## src/rtl/divider_pkg.sv

```systemverilog
// Shared types and constants for the sequential signed divider.
// Used by divider_seq in both builds (DIVIDER_EARLY_OUT_EN defined or not).
package divider_pkg;

  typedef enum logic [1:0] {
    IDLE = 2'd0,
    CALC = 2'd1,
    FIX  = 2'd2,
    DONE = 2'd3
  } state_t;

  localparam int MAX_W = 64;

  // Quotient pattern reported for a zero divisor (-1 at any width up to MAX_W).
  localparam logic [MAX_W-1:0] DZ_QUO = '1;

  function automatic int clog2(input int value);
    int r;
    r = 0;
    for (int i = 0; i < 31; i++) begin
      if ((1 << i) < value) r = i + 1;
    end
    return r;
  endfunction

endpackage

```

## src/rtl/divider_step.sv

```systemverilog
// One restoring radix-2 iteration: shift {rem, quo} left, trial-subtract dvs,
// keep the difference and set the quotient bit when it is non-negative.
module divider_step #(
  parameter int W = 32
) (
  input  logic [W:0]   rem,
  input  logic [W-1:0] quo,
  input  logic [W:0]   dvs,
  output logic [W:0]   rem_next,
  output logic [W-1:0] quo_next
);

  logic [W+1:0] rem_sh;
  logic [W+1:0] diff;
  logic         nonneg;

  // One guard bit above the partial remainder makes the sign test exact.
  assign rem_sh = {rem, quo[W-1]};
  assign diff   = rem_sh - {1'b0, dvs};
  assign nonneg = ~diff[W+1];

  always_comb begin
    quo_next = {quo[W-2:0], nonneg};
    rem_next = nonneg ? diff[W:0] : rem_sh[W:0];
  end

endmodule

```

## src/rtl/divider_seq.sv

```systemverilog
// Iterative signed divider (restoring, one quotient bit per clock), W+2 cycle latency.
// Defining DIVIDER_EARLY_OUT_EN lets trivial operands finish in one cycle.
module divider_seq
  import divider_pkg::*;
#(
  parameter int W = 32
) (
  input  logic         clk,
  input  logic         rst_n,
  input  logic         start,
  input  logic [W-1:0] dividend,
  input  logic [W-1:0] divisor,
  output logic         busy,
  output logic         done,
  output logic [W-1:0] quotient,
  output logic [W-1:0] remainder,
  output logic         div_by_zero
);

  localparam int CW = clog2(W + 1);

  // Handshake: start is sampled only in IDLE; busy is high from the cycle
  // after acceptance through the done cycle; done is a one-cycle pulse and
  // the result outputs hold until the next result is registered.

  state_t         state;
  logic [CW-1:0]  cnt;
  logic [W:0]     rem_q;
  logic [W-1:0]   quo_q;
  logic [W:0]     dvs_q;
  logic           sign_q;
  logic           sign_r;
  logic           dz_q;

  logic [W:0]     rem_nx;
  logic [W-1:0]   quo_nx;
  logic [W-1:0]   dvd_abs;
  logic [W:0]     dvs_ext;
  logic [W:0]     dvs_abs;
  logic [W-1:0]   quo_fix;
  logic [W-1:0]   rem_fix;

  divider_step #(.W(W)) u_step (
    .rem      (rem_q),
    .quo      (quo_q),
    .dvs      (dvs_q),
    .rem_next (rem_nx),
    .quo_next (quo_nx)
  );

  // |-2^(W-1)| wraps to 2^(W-1), which is still correct read as unsigned.
  always_comb begin
    dvd_abs = dividend[W-1] ? (-dividend) : dividend;
    dvs_ext = {divisor[W-1], divisor};
    dvs_abs = divisor[W-1] ? (-dvs_ext) : dvs_ext;
    quo_fix = sign_q ? (-quo_q) : quo_q;
    rem_fix = sign_r ? (-rem_q[W-1:0]) : rem_q[W-1:0];
  end

`ifdef DIVIDER_EARLY_OUT_EN
  localparam logic [W-1:0] ONE = {{(W-1){1'b0}}, 1'b1};

  logic         triv;
  logic [W-1:0] triv_quo;
  logic [W-1:0] triv_rem;

  always_comb begin
    triv     = 1'b1;
    triv_quo = '0;
    triv_rem = '0;
    if (divisor == '0) begin
      triv_quo = DZ_QUO[W-1:0];
      triv_rem = dividend;
    end else if (dividend == '0) begin
      triv_quo = '0;
    end else if (divisor == ONE) begin
      triv_quo = dividend;
    end else if (divisor == '1) begin
      triv_quo = -dividend;
    end else begin
      triv = 1'b0;
    end
  end
`endif

  always_ff @(posedge clk or negedge rst_n) begin
    if (!rst_n) begin
      state       <= IDLE;
      cnt         <= '0;
      rem_q       <= '0;
      quo_q       <= '0;
      dvs_q       <= '0;
      sign_q      <= 1'b0;
      sign_r      <= 1'b0;
      dz_q        <= 1'b0;
      busy        <= 1'b0;
      done        <= 1'b0;
      quotient    <= '0;
      remainder   <= '0;
      div_by_zero <= 1'b0;
    end else begin
      done <= 1'b0;
      case (state)
        IDLE: begin
          if (start) begin
            busy   <= 1'b1;
            sign_q <= dividend[W-1] ^ divisor[W-1];
            sign_r <= dividend[W-1];
            dz_q   <= (divisor == '0);
            dvs_q  <= dvs_abs;
            rem_q  <= '0;
            quo_q  <= dvd_abs;
            cnt    <= '0;
            state  <= CALC;
`ifdef DIVIDER_EARLY_OUT_EN
            // Trivial operands load the final result and bypass the iterations.
            if (triv) begin
              quo_q <= triv_quo;
              rem_q <= {1'b0, triv_rem};
              state <= FIX;
            end
`endif
          end
        end
        CALC: begin
          // After the W-th iteration one more cycle applies the sign correction.
          if (cnt == CW'(W)) begin
            quo_q <= dz_q ? DZ_QUO[W-1:0] : quo_fix;
            rem_q <= {1'b0, rem_fix};
            state <= FIX;
          end else begin
            rem_q <= rem_nx;
            quo_q <= quo_nx;
            cnt   <= cnt + 1'b1;
          end
        end
        FIX: begin
          quotient    <= quo_q;
          remainder   <= rem_q[W-1:0];
          div_by_zero <= dz_q;
          done        <= 1'b1;
          state       <= DONE;
        end
        DONE: begin
          busy  <= 1'b0;
          state <= IDLE;
        end
        default: state <= IDLE;
      endcase
    end
  end

endmodule

```

## config.mk

```make
export PLATFORM = sky130hd
export DESIGN_NAME = divider_seq
export DESIGN_NICKNAME = d
export VERILOG_FILES = /design/src/rtl/divider_pkg.sv /design/src/rtl/divider_step.sv /design/src/rtl/divider_seq.sv
export SDC_FILE = /design/constraint.sdc
export NUM_CORES = 1
export LEC_CHECK = 0
export ABC_CLOCK_PERIOD_IN_PS = 3100
export CORE_MARGIN = 3
export CORE_UTILIZATION = 53
export CTS_CLUSTER_DIAMETER = 200
export DETAILED_ROUTE_END_ITERATION = 8
export HOLD_SLACK_MARGIN = 0.03
export PLACE_DENSITY = 0.87
export SYNTH_ARGS = -nofsm -noshare
export SYNTH_HDL_FRONTEND = slang
export SYNTH_HIERARCHICAL = 1
export SYNTH_SLANG_ARGS = --single-unit
```

## constraint.sdc

```tcl
create_clock -name clk -period 3.1 [get_ports clk]
set_input_delay 0.31 -clock clk [delete_from_list [all_inputs] [get_ports clk]]
set_output_delay 0.31 -clock clk [all_outputs]
set_load 0.05 [all_outputs]
```

==> flow_summary.yaml <==
floorplanning:
  coreArea_sq_um: 24530
  floorplan.initialDensity_pct: 54.54
  fp-row-count: 57
  die_h_um: 164.9
  dieArea_sq_um: 27190
  fp.dieW_um: 164.9
  ios: 134
synth:
  async_flop_share_pct: 100.0
  yosysWarningCount: 6
  synth-edff-count: 0
  synth_cell_type_count: 84
  syn_avg_cell_area_sq_um: 8.485
  synth_flop_cell: "dfrtp_1"
  syn_inst: 1577
  syn-cell-area_sq_um: 13380
  yosysSeqAreaShare_pct: 32.92
  syn_nets: 1688
  ys_ff_latch: 176
power_and_ir_drop:
  p_leak_nw: 7.235
  peakVddDrop_v: 0.0008785
  p_per_area_nw_per_um2: 1108
setup_path:
  endpoint_kind: "register"
  startpoint_type: "register"
  cp_max_fo: 6
  regToRegEndpoint: "rem_q[25]"
  worstPathArrival_ns: 3.72
  reg2reg_depth: 13
  worstPathRequired_ns: 3.42
  ff2ff_setup_slack_ns: -0.30
  reg2reg_from: "rem_q[14]"
  critPathKind: "register to register"
final_layout:
  diodes: 0
  final_cell_area_sq_um: 16990
  n_fill_cell: 1971
  multi_input_area_sq_um: 8368
  drive_above_1_share_pct: 22.95
  regArea_sq_um: 4404
  area_growth_pct: 26.99
  fin_nets: 1911
placed_design:
  gp_congestion: 1.036
  placed_area_sq_um: 15950
  pre_cts_slack_ns: -0.3960
  portBuffers: 133
  dpl.hpwl_mm: 34.05
cts:
  clock_latency_ns: 0.44
  cts_buffers: 17
  h-tree-depth: 4
  clk_pin_slew_worst_paths_ns: 0.07
  clockRootBuffer: "clkbuf_16"
  cts_tree: "built"
  cts_sinks: 176
  cts.path.max_buffers: 2
sta:
  period_needed_ns: 3.403
  setup_viol: 33
  slew_headroom_pct: 35.17
  slew_viol_final: 0
  hold_viol: 0
  worst_pin_slew_ns: 0.9724
  max_freq_mhz: 293.9
  period_share_pct: 109.8
  finalClockSkew_ns: 0.01127
  rsz0062_at_grt: "yes"
  setup_ws_ns: -0.3027
routing:
  first_pass_iters: 7
  wl_met3_mm: 3.948
  final_antenna_net_count: 0
  highest_layer: "met4"
  wl_per_cell_um: 21.65
  m1WireLength_mm: 19.42
  drcViolationCount: 0
  drtIter0Drc: 1589
  vias: 13730
  via_per_inst: 6.425
  wl_met2_mm: 21.32
  drt_wl_total_mm: 46.26
global_route:
  grt_max_degree: 86
  grt_pass1_vias: 13200
  grt_use_total_pct: 33.67
  antenna_found_initial: 0
  globalRouteOverflowTotal: 0
  grt_pass1_wl_mm: 71.69
status:
  outcome: "finished with violations"
  violations: "negative setup slack"
min_path:
  hp-class: "primary input to async pin"
job:
  cap_violations: 0
## repair_timing
item                                    CTS  global route
hold endpoints to repair                 43             0
gates resized for setup                  58            21
hold buffers                              1             0
cloned                                    1             0
endpoints found under the setup margin   33            34
setup buffers                             9             4
pin swaps                                17            15
## worst max-delay path, cell delays in order (launching register included)
cell	delay, ns
dfrtp_1	0.41
ha_1	0.25
a211oi_2	0.26
o211ai_1	0.15
a221oi_2	0.32
o2111ai_2	0.22
buf_4	0.19
a41o_1	0.25
or3_4	0.38
clkinv_8	0.10
mux2_4	0.31
nand2_2	0.07
nand4b_1	0.10
a32o_1	0.27
## synth_stat cells, drive strengths merged (14+ instances only)
library cell	count	area, sq um
a21oi	93	465.5
buf	46	334.1
nand2	123	461.7
a211oi	18	140.1
nand4	18	112.6
nor4	34	227.7
xnor2	25	219.0
a21o	14	105.1
nand3	37	185.2
nor2	108	405.4
inv	81	306.6
o21ai	156	780.7
ha	43	538.0
o31ai	40	300.3
mux2	94	1122
o211ai	14	105.1
xor2	39	341.6
or3	28	181.4
or4	21	161.4
dfrtp	176	4404
mux2i	15	150.1
clkbuf	81	304.0
nor3	54	270.3
## where the power goes
part	leakage [nW]	switching, W	internal, W	total [W]
Combinational	4.74	0.00737	0.00518	0.0125
Clock	0.290	0.00100	0.00126	0.00226
Sequential	2.21	0.000821	0.00320	0.00402
## layout make-up
class	count	area share [%]
clock buffer	21	2.769
clock inverter	11	0.7585
inverter	81	1.863
multi-input combinational	1193	49.25
sequential	176	25.92
tap	324	2.386
timing repair buffer	331	17.05
## cell usage in the layout, fill, tap and decap left out, types with 33 or more instances in the layout
master and n:
nor3_1 54, nor2_1 106, a21oi_1 78, o21ai_0 136, clkdlybuf4s50_1 132, ha_1 36, nand2_1 119, nor4_1 33
dfrtp_1 176, mux2_2 74, buf_4 188, xor2_1 39, o31ai_1 35, nand3_1 37, inv_1 77
## how the worst max path moves through the flow
stage	start	to	slack [ns]	cells after the start
after floorplan	rem_q[15]	rem_q[25]	-0.17	14
after global placement	rem_q[19]	rem_q[2]	-0.32	15
after detailed placement	rem_q[19]	rem_q[18]	-0.40	14
after CTS	rem_q[15]	rem_q[14]	-0.24	13
after global routing	dvs_q[20]	rem_q[25]	-0.35	14
final	rem_q[14]	rem_q[25]	-0.30	13
## registers in the layout, indices dropped and copies added (netlist names)
| name | count |
|---|---|
| dvs_q | 33 |
| rem_q | 33 |
| quo_q | 32 |
| quotient | 32 |
| remainder | 32 |
| cnt | 6 |
| state | 2 |
| busy | 1 |
| div_by_zero | 1 |
| done | 1 |
| dz_q | 1 |
| sign_q | 1 |
| sign_r | 1 |
## kinds of logic after synthesis
logic type / after synthesis / share of synthesized area [%]
AOI/OAI and AO/OA: 471 / 22.84
xor gates and xnor gates: 64 / 4.189
adders and majority gates: 44 / 4.171
buffers and inverters: 208 / 7.060
DFF: 176 / 32.92
muxes: 109 / 9.510
and+or+nand+nor: 505 / 19.32
## per-layer routing
metal  track usage (%)  vias up
li1                  -     6247
met1             46.44     6620
met2             52.96      750
met3             6.346      114
met4             12.01        0
met5                 0        -
## through the flow
| step | hold WS, ns | power [W] | setup TNS (ns) | util, % | instances |
|---|---|---|---|---|---|
| final | 0.3458 | 0.01883 | -6.664 | 69.26 | 2137 |
| after global routing | 0.3847 | 0.01984 | -8.044 | 69.26 | 2137 |
| after CTS | 0.3622 | 0.01829 | -5.688 | 68.72 | 2133 |
| after detailed placement | 0.2535 | 0.01564 | -9.654 | 65.01 | 2090 |
| after global placement | 0.2495 | 0.01540 | -6.328 | 65.01 | 2090 |
| after floorplan | 0.01441 | 0.01152 | -0.4455 | - | 1577 |
No activity file was read; power rests on OpenSTA's default activity.
